--- src/rtl/uart_pkg.sv ---
// Shared types and constants for the 8N1 UART transmitter and its FIFO.
package uart_pkg;

    typedef enum logic [1:0] {
        S_IDLE  = 2'd0,
        S_START = 2'd1,
        S_DATA  = 2'd2,
        S_STOP  = 2'd3
    } state_t;

    localparam logic UART_IDLE_LEVEL = 1'b1;
    localparam int   BITS_PER_FRAME  = 10;   // start + 8 data + stop

endpackage

--- src/rtl/uart_tx_if.sv ---
// Character strobe / status handshake between the debug-dump formatter and the UART.
interface uart_tx_if;
    logic       txen;
    logic [7:0] datain;
    logic       busy;
    logic       idle;

    modport master (output txen, output datain, input busy, input idle);
    modport slave  (input txen, input datain, output busy, output idle);
endinterface

--- src/rtl/fifo_sync.sv ---
// Single-clock circular byte FIFO; head byte is readable combinationally for same-edge pop.
module fifo_sync #(
    parameter int DEPTH_LOG2 = 2
) (
    input  logic                  clk,
    input  logic                  rst,
    input  logic                  wr_en,
    input  logic [7:0]            wr_data,
    input  logic                  rd_en,
    output logic [7:0]            rd_data,
    output logic [DEPTH_LOG2:0]   count,
    output logic                  full,
    output logic                  empty
);
    localparam int DEPTH = 2 ** DEPTH_LOG2;
    localparam logic [DEPTH_LOG2:0] DEPTH_CNT = (DEPTH_LOG2 + 1)'(DEPTH);

    logic [7:0]            mem_q [DEPTH];
    logic [DEPTH_LOG2-1:0] wr_ptr_q, rd_ptr_q;
    logic [DEPTH_LOG2:0]   count_q, count_d;
    logic                  full_q, empty_q;
    logic                  push, pop;

    // Fullness is judged on the count before the edge, so a same-edge pop never frees room.
    assign push = wr_en && !full_q;
    assign pop  = rd_en && !empty_q;

    always_comb begin
        count_d = count_q;
        if (push && !pop) begin
            count_d = count_q + 1'b1;
        end else if (!push && pop) begin
            count_d = count_q - 1'b1;
        end
    end

    always_ff @(posedge clk) begin
        if (rst) begin
            wr_ptr_q <= '0;
            rd_ptr_q <= '0;
            count_q  <= '0;
            full_q   <= 1'b0;
            empty_q  <= 1'b1;
        end else begin
            if (push) wr_ptr_q <= wr_ptr_q + 1'b1;
            if (pop)  rd_ptr_q <= rd_ptr_q + 1'b1;
            count_q <= count_d;
            full_q  <= (count_d == DEPTH_CNT);
            empty_q <= (count_d == '0);
        end
    end

    always_ff @(posedge clk) begin
        if (push) mem_q[wr_ptr_q] <= wr_data;
    end

    assign rd_data = mem_q[rd_ptr_q];
    assign count   = count_q;
    assign full    = full_q;
    assign empty   = empty_q;
endmodule

--- src/rtl/uart_tx.sv ---
// 8N1 LSB-first UART transmitter: FIFO-fed shifter with baud and bit counters.
module uart_tx
    import uart_pkg::*;
#(
    parameter int CLKDIV     = 868,
    parameter int DEPTH_LOG2 = 2
) (
    input  logic       clk,
    input  logic       rst,
    uart_tx_if.slave   bus,
    output logic       txd
);
    localparam logic [15:0] BAUD_RELOAD = 16'(CLKDIV - 1);
    localparam logic [2:0]  LAST_BIT    = 3'(BITS_PER_FRAME - 3);

    state_t              state_q, state_d;
    logic [15:0]         baud_q, baud_d;
    logic [2:0]          bitcnt_q, bitcnt_d;
    logic [7:0]          shreg_q, shreg_d;
    logic                txd_q, txd_d;
    logic                idle_q, idle_d;
    logic                pop;
    logic [7:0]          fifo_head;
    logic [DEPTH_LOG2:0] fifo_count;
    logic                fifo_full, fifo_empty;

    fifo_sync #(.DEPTH_LOG2(DEPTH_LOG2)) u_fifo (
        .clk     (clk),
        .rst     (rst),
        .wr_en   (bus.txen),
        .wr_data (bus.datain),
        .rd_en   (pop),
        .rd_data (fifo_head),
        .count   (fifo_count),
        .full    (fifo_full),
        .empty   (fifo_empty)
    );

    always_comb begin
        state_d  = state_q;
        baud_d   = baud_q;
        bitcnt_d = bitcnt_q;
        shreg_d  = shreg_q;
        txd_d    = txd_q;
        pop      = 1'b0;
        case (state_q)
            S_IDLE: begin
                txd_d = UART_IDLE_LEVEL;
                if (!fifo_empty) begin
                    pop     = 1'b1;
                    shreg_d = fifo_head;
                    txd_d   = 1'b0;
                    baud_d  = BAUD_RELOAD;
                    state_d = S_START;
                end
            end
            S_START: begin
                if (baud_q == '0) begin
                    txd_d    = shreg_q[0];
                    bitcnt_d = '0;
                    baud_d   = BAUD_RELOAD;
                    state_d  = S_DATA;
                end else begin
                    baud_d = baud_q - 1'b1;
                end
            end
            S_DATA: begin
                if (baud_q == '0) begin
                    baud_d = BAUD_RELOAD;
                    if (bitcnt_q == LAST_BIT) begin
                        txd_d   = UART_IDLE_LEVEL;
                        state_d = S_STOP;
                    end else begin
                        shreg_d  = shreg_q >> 1;
                        bitcnt_d = bitcnt_q + 1'b1;
                        txd_d    = shreg_q[1];
                    end
                end else begin
                    baud_d = baud_q - 1'b1;
                end
            end
            S_STOP: begin
                if (baud_q == '0) begin
                    // Chain straight into the next start bit when more bytes are queued.
                    if (!fifo_empty) begin
                        pop     = 1'b1;
                        shreg_d = fifo_head;
                        txd_d   = 1'b0;
                        baud_d  = BAUD_RELOAD;
                        state_d = S_START;
                    end else begin
                        state_d = S_IDLE;
                    end
                end else begin
                    baud_d = baud_q - 1'b1;
                end
            end
            default: begin
                state_d  = S_IDLE;
                txd_d    = UART_IDLE_LEVEL;
                baud_d   = '0;
                bitcnt_d = '0;
            end
        endcase
    end

    // Staying idle implies nothing was popped, so the FIFO stays empty unless this edge writes.
    assign idle_d = (state_d == S_IDLE) && (fifo_count == '0) && !bus.txen;

    always_ff @(posedge clk) begin
        if (rst) begin
            state_q  <= S_IDLE;
            baud_q   <= '0;
            bitcnt_q <= '0;
            shreg_q  <= '0;
            txd_q    <= UART_IDLE_LEVEL;
            idle_q   <= 1'b1;
        end else begin
            state_q  <= state_d;
            baud_q   <= baud_d;
            bitcnt_q <= bitcnt_d;
            shreg_q  <= shreg_d;
            txd_q    <= txd_d;
            idle_q   <= idle_d;
        end
    end

    assign txd      = txd_q;
    assign bus.idle = idle_q;
    assign bus.busy = fifo_full;
endmodule

--- src/flat_wrapper.sv ---
// flat-port wrapper written by rule: the top's interface ports become plain ports
module uart_tx_flat import uart_pkg::*;
#(
    parameter int CLKDIV     = 868,
    parameter int DEPTH_LOG2 = 2
)
  (clk, rst, txd, bus_txen, bus_datain, bus_busy, bus_idle);
  uart_tx_if bus_i ();
  input  logic clk;
  input  logic rst;
  output logic txd;
  input wire logic [$bits(bus_i.txen)-1:0] bus_txen;
  input wire logic [$bits(bus_i.datain)-1:0] bus_datain;
  output wire logic [$bits(bus_i.busy)-1:0] bus_busy;
  output wire logic [$bits(bus_i.idle)-1:0] bus_idle;
  assign bus_i.txen = bus_txen;
  assign bus_i.datain = bus_datain;
  assign bus_busy = bus_i.busy;
  assign bus_idle = bus_i.idle;
  uart_tx #(.CLKDIV(CLKDIV), .DEPTH_LOG2(DEPTH_LOG2)) u_core (.clk(clk), .rst(rst), .bus(bus_i), .txd(txd));
endmodule
--- config.mk ---
export PLATFORM = sky130hd
export DESIGN_NAME = uart_tx_flat
export DESIGN_NICKNAME = d
export VERILOG_FILES = /design/src/rtl/uart_pkg.sv /design/src/rtl/uart_tx_if.sv /design/src/rtl/fifo_sync.sv /design/src/rtl/uart_tx.sv /design/src/flat_wrapper.sv
export SDC_FILE = /design/constraint.sdc
export NUM_CORES = 1
export LEC_CHECK = 0
export ABC_AREA = 0
export CELL_PAD_IN_SITES_DETAIL_PLACEMENT = 0
export CELL_PAD_IN_SITES_GLOBAL_PLACEMENT = 1
export CORE_ASPECT_RATIO = 1.2
export CORE_MARGIN = 5
export CORE_UTILIZATION = 52
export CTS_CLUSTER_SIZE = 25
export DETAILED_ROUTE_END_ITERATION = 8
export PLACE_DENSITY = 0.89
export SKIP_LAST_GASP = 1
export SLEW_MARGIN = 20
export SYNTH_ARGS = -nofsm -noshare
export SYNTH_HDL_FRONTEND = slang
export SYNTH_SLANG_ARGS = --single-unit
--- constraint.sdc ---
create_clock -name clk -period 6.1 [get_ports clk]
set_input_delay 1.22 -clock clk [delete_from_list [all_inputs] [get_ports clk]]
set_output_delay 1.22 -clock clk [all_outputs]
set_load 0.005 [all_outputs]
==> results.txt <==
----------------------------------------------------
[CTS]
  Post-CTS sizing ... 0
  Max Root-Sink Buffers ... 2
  Clock sinks ... 74
  TritonCTS clock tree ... built
  Cts bufs inserted ... 9
  Max H-tree Level ... 3
  Post-CTS setup-driven buffer insertion count ... 0
  Cell chosen for the clock root ... sky130_fd_sc_hd__clkbuf_8
  Clock-pin slew on the worst setup and hold paths ... 90 ps
  Insertion delay to the later sink of the worst-skew pair ... 350 ps
  Number of buffers inserted for hold repair after clock tree synthesis ... 0

[Yosys]
  Number of synthesized register bits ... 74
  Area fraction in compound gates after synthesis ... 17.0%
  Xor and xnor area share after synthesis ... 1.44%
  Number of enable flip-flop cells after synthesis ... 32
  Gate Count Post-Synth ... 342
  FFs w/ async S/R, synth ... 0%
  Mapped cell area ... 3640 µm²
  Most common flop cell mapped by yosys ... sky130_fd_sc_hd__dfxtp_1
  Largest family of logic cells by synthesized area ... compound AO/OA/AOI/OAI gates
  Mean cell area of the mapped netlist ... 10.6 µm²
  Post-synth cell types ... 55
  Post-synthesis mux area share ... 6.87%
  Sequential share of the synthesized area ... 49.5%
  Adder and majority gate portion of the synthesized area ... 5.43%
  Area share of and/or/nand/nor cells after synthesis ... 15.9%
  Yosys warns ... 0
  Net count after synthesis ... 368

[Floorplan]
  Die Span X ... 86.4 µm
  Std-Cell Core Area ... 6810 µm²
  Height of the die ... 102 µm
  Row count ... 33
  Total die area ... 8790 µm²
  I/O pin count ... 14
  Initial Utilization ... 53.5%

[Critical path]
  Nature of the critical path endpoint ... register
  Crit path kind ... register to register
  Reg2Reg Setup Slack ... 3120 ps
  R2r worst-path depth ... 7
  Highest net fanout along the worst path ... 13
  Worst r2r dst ... u_core.baud_q[1]
  Origin of the critical flop-to-flop path ... u_core.baud_q[0]
  Signal arrival time at the worst endpoint ... 3240 ps
  Setup crit start kind ... register
  Critical Path RT ... 6350 ps

[Timing]
  Worst slew margin ... 34.3%
  Top achievable clock speed ... 335 MHz
  Number of max-slew violations in the final report ... 0
  Setup violators final ... 0
  Final-layout setup total negative slack ... 0 ps
  Transition time of the tightest slew-check pin ... 972 ps
  Worst clock skew ... 11.2 ps
  Final hold violation count ... 0
  Final worst path period need ... 2980 ps
  Setup slack of the critical path after layout ... 3120 ps
  Unrepaired setup endpoints after global routing ... no
  Final Cycle Share ... 48.9%

[Detailed routing]
  Overall via count from detail_route ... 2671
  Number of DRC violations after detailed-routing iteration 0 ... 161
  Via-per-instance ratio ... 6.07
  DRT Wirelength ... 7.55 mm
  DRT antenna net count ... 0
  Initial DRT Pass Iterations ... 4
  Routed wirelength normalized by instance count ... 17.2 µm
  DR DRC count ... 0

[GRT]
  Initial antenna violation count ... 0
  Gr ovfl total ... 0
  Most utilized layer in the global route result ... met2
  Routing usage on met3 ... 3.25%
  Total global routing track utilization ... 18.9%
  First-pass GRT wire length ... 13.0 mm
  Largest net degree at the start of global routing ... 22
  GR met2 Demand/Resource ... 33.9%
  Vias in the first global route ... 2735
  GR Layer Usage met1 ... 22.1%

[Power and ir drop]
  Comb power frac ... 44.8%
  Cell internal pwr ... 1180 µW
  Power dissipated by switching net loads ... 858 µW
  Leakage power of the design ... 0.00144 µW
  Power Density ... 508 nW/µm²
  Worst-case vdd ir drop ... 0.281 mV
  Net switching fraction of the power ... 42.0%
  Clock share of power ... 19.7%
  Register share of total power ... 35.5%

[Layout]
  Proportion of layout cells with a drive suffix above 1 ... 10.5%
  Antenna Cells ... 0
  Layout Nets ... 374
  Final non-filler cell total ... 440
  Area growth from synthesis to layout ... 10.3%
  Fin util ... 59.0%

[Place]
  # placed instances ... 424
  Global placer's final weighted congestion ... 0.839
  Dpl ws ... 2840 ps
  HPWL after detailed placement ... 5.23 mm
  IO buf count ... 13

[Min path]
  Instance count along the most critical hold path ... 2
  Kind of path behind the tightest hold check ... register to register
  Hold EP ... u_core.shreg_q[7]
  Origin of the worst min-delay path ... u_core.shreg_q[7]

[Outcome]
  Outcome ... complete, no violations

[Run]
  Number of max-cap violations ... 0

----------------------------------------------------
==> stage by stage <==
step / power, µW / hold WS [ps] / area, µm²
2_1_floorplan: 1450 / 432 / 3640
3_3_place_gp: 1630 / 459 / 3810
3_5_place_dp: 1640 / 467 / 3810
4_1_cts: 2050 / 479 / 4020
5_1_grt: 2210 / 500 / 4020
6_report: 2040 / 476 / 4020
==> flip-flops by register name, summed over array words and instances (netlist names), named ones only <==
register                cells
u_core.u_fifo.empty         1
u_core.u_fifo.wr_ptr_q      2
u_core.state_q              2
u_core.bitcnt_q             3
u_core.bus.idle             1
u_core.shreg_q              8
u_core.txd                  1
u_core.u_fifo.mem_q        32
u_core.u_fifo.count         3
u_core.u_fifo.rd_ptr_q      2
u_core.baud_q              16
u_core.u_fifo.full          1
==> placed cells by master, fill, tap and decap left out, types with 3 or more instances in the layout <==
cell type                         count
sky130_fd_sc_hd__a21oi_1             32
sky130_fd_sc_hd__a311oi_1             7
sky130_fd_sc_hd__a31oi_1              5
sky130_fd_sc_hd__and2_1               4
sky130_fd_sc_hd__clkbuf_8             9
sky130_fd_sc_hd__clkdlybuf4s50_1     13
sky130_fd_sc_hd__dfxtp_1             42
sky130_fd_sc_hd__edfxtp_1            32
sky130_fd_sc_hd__ha_1                15
sky130_fd_sc_hd__inv_1               14
sky130_fd_sc_hd__inv_6                3
sky130_fd_sc_hd__mux2i_1              7
sky130_fd_sc_hd__mux4_2               8
sky130_fd_sc_hd__nand2_1             13
sky130_fd_sc_hd__nand2b_1             3
sky130_fd_sc_hd__nand3_1              9
sky130_fd_sc_hd__nand4_1              7
sky130_fd_sc_hd__nor2_1              26
sky130_fd_sc_hd__nor3_1               4
sky130_fd_sc_hd__nor4_1               6
sky130_fd_sc_hd__o21ai_0             20
sky130_fd_sc_hd__o21ai_1              3
sky130_fd_sc_hd__o221a_2              4
sky130_fd_sc_hd__or3_1               11
sky130_fd_sc_hd__or4_1                6
sky130_fd_sc_hd__xnor2_1              4
==> cell usage after synthesis, drive strengths merged (3+ instances only) <==
master	instances	area (µm²)
and2	4	25.0
inv	15	56.3
mux4	8	180
dfxtp	42	841
nor4	8	80.1
nand3	9	45.0
nor2	26	97.6
o21ai	23	115
a21oi	32	160
xnor2	4	35.0
edfxtp	32	961
or3	11	68.8
o221a	4	45.0
ha	15	188
nand4	7	43.8
a31oi	5	31.3
nand2	13	48.8
a311oi	7	61.3
mux2i	7	70.1
or4	6	45.0
nand2b	3	18.8
clkbuf	18	67.6
nor3	4	20.0
==> power groups by stage <==
stage / Sequential [µW] / Clock, µW / Combinational, µW
after floorplan: 688 / 0 / 762
after global placement: 732 / 0 / 895
after detailed placement: 736 / 0 / 908
after CTS: 726 / 409 / 915
after global routing: 744 / 434 / 1030
final: 725 / 402 / 915
==> cell families after synthesis <==
logic type,count (synthesis)
and+or+nand+nor,101
AOI/OAI and AO/OA,95
DFF,74
buffers and inverters,35
adders and majority gates,16
muxes,15
xor gates and xnor gates,6
==> layout make-up <==
| class | count | area (µm²) |
|---|---|---|
| Fill cell | 596 | 2800 |
| Sequential cell | 74 | 1800 |
| Multi-Input combinational cell | 233 | 1700 |
| Timing Repair Buffer | 15 | 145 |
| Clock buffer | 9 | 124 |
| Tap cell | 87 | 109 |
| Clock inverter | 7 | 83.8 |
| Inverter | 15 | 56.3 |
==> critical path: stages (launching register included) <==
cell and delay (ps):
sky130_fd_sc_hd__dfxtp_1 380, sky130_fd_sc_hd__inv_1 80, sky130_fd_sc_hd__ha_1 250, sky130_fd_sc_hd__or3b_2 560, sky130_fd_sc_hd__or4_1 800, sky130_fd_sc_hd__o21ai_1 360, sky130_fd_sc_hd__nand2_1 140, sky130_fd_sc_hd__o221a_2 300
==> how the worst max path moves through the flow <==
stage / from / to / slack, ps / cells after the start
after floorplan: u_core.baud_q[0] / u_core.shreg_q[6] / 3590 / 9
after global placement: rst / u_core.u_fifo.empty / 2880 / 4
after detailed placement: rst / u_core.u_fifo.empty / 2840 / 4
after CTS: u_core.baud_q[0] / u_core.baud_q[1] / 3120 / 7
after global routing: u_core.baud_q[0] / u_core.baud_q[0] / 2950 / 7
final: u_core.baud_q[0] / u_core.baud_q[1] / 3120 / 7
==> per-layer routing <==
| layer | share of wire [%] | wire, µm |
|---|---|---|
| met5 | 0 | 0 |
| met3 | 2.6 | 198 |
| met4 | 1.1 | 86 |
| met1 | 43 | 3250 |
| met2 | 53 | 4020 |
Note: power is estimated with default switching activity, not from simulation.
